$ cat src/rtl/rh_seq_gen.sv
// rh_seq_gen: RowHammer command-sequence generator for the SoftMC instruction path.
// Each beat pairs a DDR command (slot0) with the WAIT that follows it (slot1);
// aggressor rows are activated round-robin for a programmable number of iterations.
//
// Instruction word layout:
//   [31:28] opcode
//   DDR command: [27] CKE, [26:25] CS (CS_WIDTH <= 2), [24] RAS_n, [23] CAS_n,
//                [22] WE_n, [21:19] bank, [18:0] address; write data sits in [18:11],
//                above the column bits, since writes always target column 0.
//   WAIT:        [27:0] cycle count
//   SET_BUSDIR:  [1:0] direction

`ifndef WAIT
`define WAIT 4'h1
`endif
`ifndef SET_BUSDIR
`define SET_BUSDIR 4'h2
`endif
`ifndef DDR_INSTR
`define DDR_INSTR 4'h8
`endif
`ifndef DEF_TRCD
`define DEF_TRCD 6
`endif
`ifndef DEF_TRAS
`define DEF_TRAS 15
`endif
`ifndef DEF_TRP
`define DEF_TRP 6
`endif

module rh_seq_gen #(
    parameter int CS_WIDTH  = 1,
    parameter int ROW_WIDTH = 15,
    parameter int NUM_AGGR  = 4,
    parameter int CNT_WIDTH = 24,
    parameter int T_RCD     = `DEF_TRCD,
    parameter int T_RAS     = `DEF_TRAS,
    parameter int T_RP      = `DEF_TRP
) (
    input  logic                          clk,
    input  logic                          rst,
    input  logic                          start,
    input  logic [NUM_AGGR*ROW_WIDTH-1:0] cfg_rows,
    input  logic [$clog2(NUM_AGGR):0]     cfg_num_rows,
    input  logic [2:0]                    cfg_bank,
    input  logic [CNT_WIDTH-1:0]          cfg_count,
    input  logic [7:0]                    cfg_pattern,
    input  logic [1:0]                    cfg_wmode,
    input  logic                          abort,
    output logic                          out_valid,
    input  logic                          out_ready,
    output logic [31:0]                   out_instr0,
    output logic [31:0]                   out_instr1,
    output logic                          busy,
    output logic                          done,
    output logic                          aborted,
    output logic [CNT_WIDTH+2:0]          act_total
);

    localparam int NR_W  = $clog2(NUM_AGGR) + 1;
    localparam int IDX_W = (NUM_AGGR > 1) ? $clog2(NUM_AGGR) : 1;
    localparam int AT_W  = CNT_WIDTH + 3;
    localparam logic [CS_WIDTH-1:0] CS_ALL_LOW = '0;

    typedef enum logic [2:0] {
        S_IDLE,
        S_BUSDIR,
        S_ACT,
        S_WR,
        S_PRE,
        S_FIN
    } state_t;

    state_t                        state_q, state_d;
    logic [NUM_AGGR*ROW_WIDTH-1:0] rows_q, rows_d;
    logic [NR_W-1:0]               num_rows_q, num_rows_d;
    logic [2:0]                    bank_q, bank_d;
    logic [CNT_WIDTH-1:0]          count_q, count_d;
    logic [7:0]                    pattern_q, pattern_d;
    logic [1:0]                    wmode_q, wmode_d;
    logic [IDX_W-1:0]              row_idx_q, row_idx_d;
    logic [CNT_WIDTH-1:0]          iter_q, iter_d;
    logic                          out_valid_q, out_valid_d;
    logic [31:0]                   out_instr0_q, out_instr0_d;
    logic [31:0]                   out_instr1_q, out_instr1_d;
    logic                          busy_q, busy_d;
    logic                          done_q, done_d;
    logic                          aborted_q, aborted_d;
    logic [AT_W-1:0]               act_total_q, act_total_d;

    logic [ROW_WIDTH-1:0] row_arr [NUM_AGGR];
    logic [NR_W-1:0]      eff_rows;
    logic                 wrap;
    logic                 last_iter;
    logic [IDX_W-1:0]     act_idx;
    logic [CNT_WIDTH-1:0] act_iter;
    logic                 act_wr;
    logic [31:0]          act_beat0;
    logic [31:0]          act_beat1;
    logic [31:0]          wr_beat0;
    logic [31:0]          pre_beat0;

    for (genvar g = 0; g < NUM_AGGR; g++) begin : g_rows
        assign row_arr[g] = rows_q[g*ROW_WIDTH +: ROW_WIDTH];
    end

    function automatic logic [31:0] wait_instr(input int cycles);
        return {`WAIT, 28'(cycles)};
    endfunction

    function automatic logic [31:0] ddr_instr(input logic cke, input logic ras_n,
                                              input logic cas_n, input logic we_n,
                                              input logic [2:0] bank, input logic [18:0] addr);
        logic [31:0] w;
        w                  = '0;
        w[31:28]           = `DDR_INSTR;
        w[27]              = cke;
        w[25 +: CS_WIDTH]  = CS_ALL_LOW;
        w[24]              = ras_n;
        w[23]              = cas_n;
        w[22]              = we_n;
        w[21:19]           = bank;
        w[18:0]            = addr;
        return w;
    endfunction

    // Mode 3 deliberately falls through to "no write".
    function automatic logic act_writes(input logic [1:0] wm, input logic [CNT_WIDTH-1:0] it);
        return (wm == 2'd1) || ((wm == 2'd2) && (it == '0));
    endfunction

    // Effective row count, next-activation selection and the candidate beats.
    always_comb begin
        if (cfg_num_rows == '0) begin
            eff_rows = NR_W'(1);
        end else if (int'(cfg_num_rows) > NUM_AGGR) begin
            eff_rows = NR_W'(NUM_AGGR);
        end else begin
            eff_rows = cfg_num_rows;
        end

        wrap      = (NR_W'(row_idx_q) == (num_rows_q - NR_W'(1)));
        last_iter = (iter_q == (count_q - CNT_WIDTH'(1)));

        if (state_q == S_PRE) begin
            act_idx  = wrap ? '0 : (row_idx_q + IDX_W'(1));
            act_iter = wrap ? (iter_q + CNT_WIDTH'(1)) : iter_q;
        end else begin
            act_idx  = '0;
            act_iter = '0;
        end

        act_wr    = act_writes(wmode_q, act_iter);
        act_beat0 = ddr_instr(1'b1, 1'b0, 1'b1, 1'b1, bank_q, 19'(row_arr[act_idx]));
        act_beat1 = wait_instr(act_wr ? T_RCD : T_RAS);
        wr_beat0  = ddr_instr(1'b0, 1'b1, 1'b0, 1'b0, bank_q, {pattern_q, 11'b0});
        pre_beat0 = ddr_instr(1'b0, 1'b0, 1'b1, 1'b0, bank_q, 19'b0);
    end

    // Sequencer: each state presents one beat and moves on when it is accepted.
    always_comb begin
        state_d      = state_q;
        rows_d       = rows_q;
        num_rows_d   = num_rows_q;
        bank_d       = bank_q;
        count_d      = count_q;
        pattern_d    = pattern_q;
        wmode_d      = wmode_q;
        row_idx_d    = row_idx_q;
        iter_d       = iter_q;
        out_valid_d  = out_valid_q;
        out_instr0_d = out_instr0_q;
        out_instr1_d = out_instr1_q;
        busy_d       = busy_q;
        done_d       = 1'b0;
        aborted_d    = aborted_q;
        act_total_d  = act_total_q;

        case (state_q)
            S_IDLE: begin
                if (start) begin
                    rows_d      = cfg_rows;
                    num_rows_d  = eff_rows;
                    bank_d      = cfg_bank;
                    count_d     = cfg_count;
                    pattern_d   = cfg_pattern;
                    wmode_d     = cfg_wmode;
                    row_idx_d   = '0;
                    iter_d      = '0;
                    act_total_d = '0;
                    aborted_d   = 1'b0;
                    if (cfg_count != '0) begin
                        state_d      = S_BUSDIR;
                        busy_d       = 1'b1;
                        out_valid_d  = 1'b1;
                        out_instr0_d = {`SET_BUSDIR, 26'b0, 2'b01};
                        out_instr1_d = wait_instr(1);
                    end else begin
                        state_d = S_FIN;
                        done_d  = 1'b1;
                    end
                end
            end
            S_BUSDIR: begin
                if (out_ready) begin
                    state_d      = S_ACT;
                    out_instr0_d = act_beat0;
                    out_instr1_d = act_beat1;
                end
            end
            S_ACT: begin
                if (out_ready) begin
                    if (act_total_q != '1) begin
                        act_total_d = act_total_q + AT_W'(1);
                    end
                    if (act_writes(wmode_q, iter_q)) begin
                        state_d      = S_WR;
                        out_instr0_d = wr_beat0;
                        out_instr1_d = wait_instr(T_RAS - T_RCD);
                    end else begin
                        state_d      = S_PRE;
                        out_instr0_d = pre_beat0;
                        out_instr1_d = wait_instr(T_RP);
                    end
                end
            end
            S_WR: begin
                if (out_ready) begin
                    state_d      = S_PRE;
                    out_instr0_d = pre_beat0;
                    out_instr1_d = wait_instr(T_RP);
                end
            end
            S_PRE: begin
                if (out_ready) begin
                    if (abort || (wrap && last_iter)) begin
                        state_d      = S_FIN;
                        out_valid_d  = 1'b0;
                        out_instr0_d = '0;
                        out_instr1_d = '0;
                        busy_d       = 1'b0;
                        done_d       = 1'b1;
                        aborted_d    = abort;
                    end else begin
                        state_d      = S_ACT;
                        row_idx_d    = act_idx;
                        iter_d       = act_iter;
                        out_instr0_d = act_beat0;
                        out_instr1_d = act_beat1;
                    end
                end
            end
            S_FIN: begin
                state_d = S_IDLE;
            end
            default: begin
                state_d = S_IDLE;
            end
        endcase
    end

    // State and output registers with synchronous reset.
    always_ff @(posedge clk) begin
        if (rst) begin
            state_q      <= S_IDLE;
            rows_q       <= '0;
            num_rows_q   <= '0;
            bank_q       <= '0;
            count_q      <= '0;
            pattern_q    <= '0;
            wmode_q      <= '0;
            row_idx_q    <= '0;
            iter_q       <= '0;
            out_valid_q  <= 1'b0;
            out_instr0_q <= '0;
            out_instr1_q <= '0;
            busy_q       <= 1'b0;
            done_q       <= 1'b0;
            aborted_q    <= 1'b0;
            act_total_q  <= '0;
        end else begin
            state_q      <= state_d;
            rows_q       <= rows_d;
            num_rows_q   <= num_rows_d;
            bank_q       <= bank_d;
            count_q      <= count_d;
            pattern_q    <= pattern_d;
            wmode_q      <= wmode_d;
            row_idx_q    <= row_idx_d;
            iter_q       <= iter_d;
            out_valid_q  <= out_valid_d;
            out_instr0_q <= out_instr0_d;
            out_instr1_q <= out_instr1_d;
            busy_q       <= busy_d;
            done_q       <= done_d;
            aborted_q    <= aborted_d;
            act_total_q  <= act_total_d;
        end
    end

    assign out_valid  = out_valid_q;
    assign out_instr0 = out_instr0_q;
    assign out_instr1 = out_instr1_q;
    assign busy       = busy_q;
    assign done       = done_q;
    assign aborted    = aborted_q;
    assign act_total  = act_total_q;

endmodule

$ cat config.mk
export PLATFORM = sky130hd
export DESIGN_NAME = rh_seq_gen
export DESIGN_NICKNAME = d
export VERILOG_FILES = /design/src/rtl/rh_seq_gen.sv
export SDC_FILE = /design/constraint.sdc
export NUM_CORES = 1
export LEC_CHECK = 0
export BUFFER_PORTS_ARGS = -buffer_cell sky130_fd_sc_hd__buf_2
export CAP_MARGIN = 30
export CORE_UTILIZATION = 60
export DETAILED_ROUTE_END_ITERATION = 16
export PLACE_DENSITY = 0.86
export SLEW_MARGIN = 20
export SYNTH_ARGS = -nofsm -noshare
export SYNTH_HDL_FRONTEND = slang
export SYNTH_SLANG_ARGS = --single-unit
$ cat constraint.sdc
create_clock -name clk -period 7.2 [get_ports clk]
set_clock_uncertainty 0.15 [all_clocks]
set_input_delay 1.44 -clock clk [delete_from_list [all_inputs] [get_ports clk]]
set_output_delay 1.44 -clock clk [all_outputs]
set_load 0.005 [all_outputs]
After elaboration in Yosys (flattened, before gate mapping)
Cells that the tools add are included.
- register bits after elaboration: 223
- equality and inequality tests: 18
- reduce and logical (&&, ||, !) cells: 21
- muxes and demuxes: 63
- $add $sub $neg: 5
- order comparisons: 2
- bitwise operators: 1
- operators by type and width (cell ; count):
    32-bit two-way mux ; 13
    32-bit case mux with 5 select lines ; 2
    24-bit two-way mux ; 5
    27-bit two-way mux ; 3
    27-bit case mux with 2 select lines ; 1
    24-bit logical NOT ; 2
    24-bit case mux with 2 select lines ; 1
    15-bit binary-select mux with 2-bit select ; 1
    15-bit two-way mux ; 2
    3-bit two-way mux ; 10
    29-bit two-way mux ; 1
    27-bit by 1-bit adder with 27-bit output, second input constant ; 1
    27-bit inequality test, second input constant ; 1
    25-bit two-way mux ; 1
    24-bit by 1-bit adder with 24-bit output, second input constant ; 1
    24-bit equality test ; 1
    24-bit nonzero test ; 1
    24-bit by 1-bit subtractor with 24-bit output, second input constant ; 1
    2-bit inequality test, second input constant ; 8
    3-bit case mux with 5 select lines ; 1
    4-bit AND reduction ; 3
    1-bit two-way mux ; 11
    2-bit two-way mux ; 5
    5-bit AND reduction ; 2
    22 further kinds ; 32

Longest topological paths before layout
- depth after elaboration: 11
- gate-level depth with buffers: 13
- gate-level depth less buffers: 11

Least setup slack after synthesis
Ideal clock, no wire load.
- path type: input port to flip-flop
- start: input port out_ready
- end: register out_instr0_q[11], in the netlist out_instr0[11]
- cell stages on the path: 6
- setup time: 0.077 ns
- path slack: 3.778 ns
- arrival time: 3.195 ns
- cells stage by stage: clkbuf_1 -> o21ai_0 -> a21o_1 -> nor4_1 -> a22oi_1 -> o22ai_1
- word-level cells in the longest chain between the ends: 2
- elaborated cells between the ends (all ways): 5
- ends and longest elaborated chain (element ; RTL line ; text):
    start, declared ; 52 ; input logic out_ready,
    2-bit inequality test (no line) ; n/a ;
    7-bit AND reduction (no line) * ; n/a ;
    end signal, assigned ; 293 ; out_instr0_q <= out_instr0_d;
    end, declared ; 85 ; logic [31:0] out_instr0_q, out_instr0_d;
Mark *: on every way between the ends. The rest lies on a longest branch, timed or not.
A chain may end at the register's enable or synchronous reset.

Worst setup path after layout
- start: register row_idx_q[1]
- end: register out_instr0_q[11], in the netlist out_instr0[11]
- word-level cells in the longest chain between the ends: 10
- elaborated cells between the ends (all ways): 14
- ends and longest elaborated chain (element ; RTL line ; text):
    start, declared ; 82 ; logic [IDX_W-1:0] row_idx_q, row_idx_d;
    start signal, assigned ; 290 ; row_idx_q <= row_idx_d;
    2-bit by 1-bit adder with 2-bit output or 2-bit by 3-bit equality test with 1-bit output (tied branches) ; 147, 143 ;
    2-bit two-way mux ; 147 ; act_idx = wrap ? '0 : (row_idx_q + IDX_W'(1));
    2-bit two-way mux ; 146 ; if (state_q == S_PRE) begin
    2-bit NOT with 3-bit output (implied by the code) ; 155 ; act_beat0 = ddr_instr(1'b1, 1'b0, 1'b1, 1'b1, bank_q, 19'(row_arr[act_idx]));
    15-bit binary-select mux with 2-bit select ; 155 ;
    15-bit two-way mux (implied by the code) (2 in series) ; 155 ;
    32-bit two-way mux ; 237 ; if (abort || (wrap && last_iter)) begin
    32-bit two-way mux ; 236 ; if (out_ready) begin
    32-bit case mux with 5 select lines * ; 180 ; case (state_q)
Mark *: on every way between the ends. The rest lies on a longest branch, timed or not. The select of a mux whose other input is x is not followed.

==> out/qor.csv <==
stage,metric,value,unit
status,status,"complete, no violations",
critical_path,CP arrival,4.45,ns
floorplanning,die width,129,um
global_routing,initial antenna violation count,0,
power_and_ir_drop,LEAKAGE,4.38,nW
run,max cap viols,0,
power_and_ir_drop,Comb pwr share,0.164,
power_and_ir_drop,Net Switching,0.778,mW
timing,final hold violation count,0,
cells_and_area,final core occ,0.700,
synth,"area leader, netlist",dfxtp_1,
global_routing,largest net degree at the start of global routing,103,
floorplanning,core footprint,15800,um2
cts,H-tree lvl count,4,
floorplanning,Initial Util,0.612,
power_and_ir_drop,Max IR drop VDD,0.180,mV
routing,DRT iter0 DRCs,963,
cells_and_area,Area Overhead vs Synth,14.4,%
synth,Synth Register Bits,189,
placed_design,GPL Wtd Cong,0.984,
cells_and_area,fraction of final layout cells sized beyond drive strength 1,0.168,
power_and_ir_drop,Reg power frac,0.448,
timing,Tmin final,4.30,ns
floorplanning,# rows,46,
floorplanning,DIE HEIGHT,129,um
synth,"Seq/Total Area, Yosys",0.391,
timing,Worst slew margin,0.370,
cells_and_area,final std cells w/o fill,1600,
global_routing,first-pass GRT wire length,41900,um
synth,dominant synthesized flop cell,dfxtp_1,
floorplanning,Ports,200,
synth,"Distinct cells, synth",70,
placed_design,post-DP HPWL,17800,um
cts,CTS Root Cell,clkbuf_16,
synth,number of synthesized flops with an enable pin,0,
global_routing,vias in the first global route,8623,
placed_design,DP Cell Count,1563,
cells_and_area,fin nets,1481,
cts,CTS tree,yes,
critical_path,CP required,7.34,ns
synth,Mapped Cells,1263,
timing,RSZ-0062 raised after global routing,no,
synth,top cell type's share of synthesized area,0.391,
timing,final critical-path share of the clock period,0.598,
cts,CTS sink cnt,189,
placed_design,placed cell areas,10400,um2
synth,Netlist Area Pre-Place,9690,um2
min_path,HP Class,reg2reg,
critical_path,Worst setup EP type,register,
synth,syn_area_per_cell,7.67,um2
cells_and_area,Diodes inserted,0,
routing,Residual DRC,0,
power_and_ir_drop,power per cell area,235,nW/um2
global_routing,Overflow after GRT,0,
critical_path,Crit Path Category,reg2reg,
cells_and_area,most frequent cells in the layout,"nand2_1, dfxtp_1, buf_2",
routing,vias per inst,5.97,
power_and_ir_drop,Int Power,1.83,mW
cells_and_area,"most common cell after layout, fill and taps aside",nand2_1,
placed_design,dpl ws,2.87,ns
timing,f_max,0.232,GHz
cts,Post-CTS Setup Inserts,0,
power_and_ir_drop,Sw Ratio,0.299,
synth,Yosys warnings,0,
timing,setup_tns,0,ns
cts,# resized after CTS,0,
timing,worst hold slack,0.309,ns
cells_and_area,fin area,11100,um2
critical_path,CP startpoint kind,register,
cts,"CTS clk-pin slew, worst paths",0.07,ns
critical_path,crit-path max FO,21,
timing,post-route setup slack,2.90,ns
synth,most area-consuming cells after synthesis,"dfxtp_1, nand2_1, a21oi_1",
placed_design,port buffer count,168,
timing,final slew viol count,0,
routing,routed wire length,26100,um
synth,"FFs w/ async S/R, synth",0,
global_routing,gr usage total,0.317,
power_and_ir_drop,clock network power share,0.387,
routing,vias,9553,
routing,average wire per standard cell,16.3,um
cts,number of CTS-inserted buffers,17,
floorplanning,die area,16700,um2
timing,worst slew pin tran,0.937,ns
cts,buffer levels on the longest clock path,2,
cts,insertion delay to the later sink of the worst-skew pair,0.44,ns
timing,final setup vio count,0,
routing,post-route ant nets,0,
routing,1st-pass router iterations,6,
power_and_ir_drop,Tot Pwr,2.60,mW
cts,Post-CTS Hold Fix Bufs,0,
==> worst max-delay path: stages, from the launching register on <==
cell and delay [ns]:
dfxtp_1 0.91, xnor2_1 0.31, nor3_1 0.24, buf_4 0.23, nand2_1 0.07, a2111oi_0 0.38, o2111ai_1 0.36, o41ai_4 0.65
o21ai_2 0.13, nand3b_1 0.48, o22ai_1 0.21
==> logic make-up after synthesis <==
logic type,after synthesis,synth area share
buffers and inverters,137,0.0690
adder cells (fa/ha/maj),5,0.00646
other,1,0.000387
XOR/XNOR,65,0.0588
AND/OR/NAND/NOR,531,0.254
flip-flops,189,0.391
AO/OA/AOI/OAI,314,0.199
multiplexers,21,0.0218
==> per-layer routing <==
| metal | routed length (um) | track usage | part of all wire | vias up |
|---|---|---|---|---|
| met2 | 12000 | 0.504 | 0.46 | 511 |
| li1 | - | - | - | 4578 |
| met4 | 855 | 0.150 | 0.033 | 0 |
| met3 | 2250 | 0.0681 | 0.086 | 69 |
| met5 | 0 | 0 | 0 | - |
| met1 | 11000 | 0.412 | 0.42 | 4395 |
==> worst paths after layout <==
path,slack (ns),endpoint,depth (start not counted),startpoint
setup / recovery,2.90,out_instr0[11],10,row_idx_q[1]
setup reg to reg,2.90,out_instr0[11],10,row_idx_q[1]
hold reg to reg,0.31,rows_q[24],2,rows_q[24]
hold / removal,0.31,rows_q[24],2,rows_q[24]
==> layout make-up <==
type | instances | area [um2]
Fill cell | 1273 | 4750
Inverter | 18 | 67.6
Clock buffer | 17 | 425
Sequential cell | 189 | 3780
Tap cell | 216 | 270
Multi-Input combinational cell | 967 | 5370
Clock inverter | 15 | 204
Timing Repair Buffer | 178 | 955
==> Yosys cell counts (3+ instances only) <==
master     number
xor2_1         30
o41ai_1         4
buf_2           9
nor2_1        103
and3_1         13
nor4_1         23
a31oi_1         6
clkbuf_1       72
a22o_1          3
nand3_1        27
a311oi_1        4
or3_1          12
nand2b_1       16
o2111ai_1       3
a211oi_1        5
a41o_1          3
nor2b_1         5
o31ai_1        15
or4_1           5
a22oi_1        10
buf_4          38
and4_1          8
nor3_1         20
o21ai_0        48
mux2i_1        20
o21ai_1        10
xnor2_1        35
ha_1            5
nand3b_1        3
o31a_1          3
nand4_1        20
o22ai_1        13
a221o_1         3
and2_1          3
o221ai_1       12
a21oi_1       152
inv_1          18
nand2_1       256
dfxtp_1       189
==> sequential cells by signal, indices dropped and copies added, names as in the netlist <==
register and cells:
rows_q 60, act_total 27, out_instr0 27, count_q 24
iter_q 24, pattern_q 8, bank_q 3, num_rows_q 3
out_instr1 3, state_q 3, row_idx_q 2, wmode_q 2
aborted 1, busy 1, done 1
==> power by group through the flow <==
stage | clock network (mW) | registers [mW] | logic [mW]
3_5_place_dp | 0 | 1.19 | 0.410
5_1_grt | 1.06 | 1.17 | 0.475
3_3_place_gp | 0 | 1.19 | 0.399
2_1_floorplan | 0 | 1.17 | 0.321
6_report | 1.01 | 1.17 | 0.428
4_1_cts | 1.01 | 1.16 | 0.414
(Power assumes the default switching activity.)
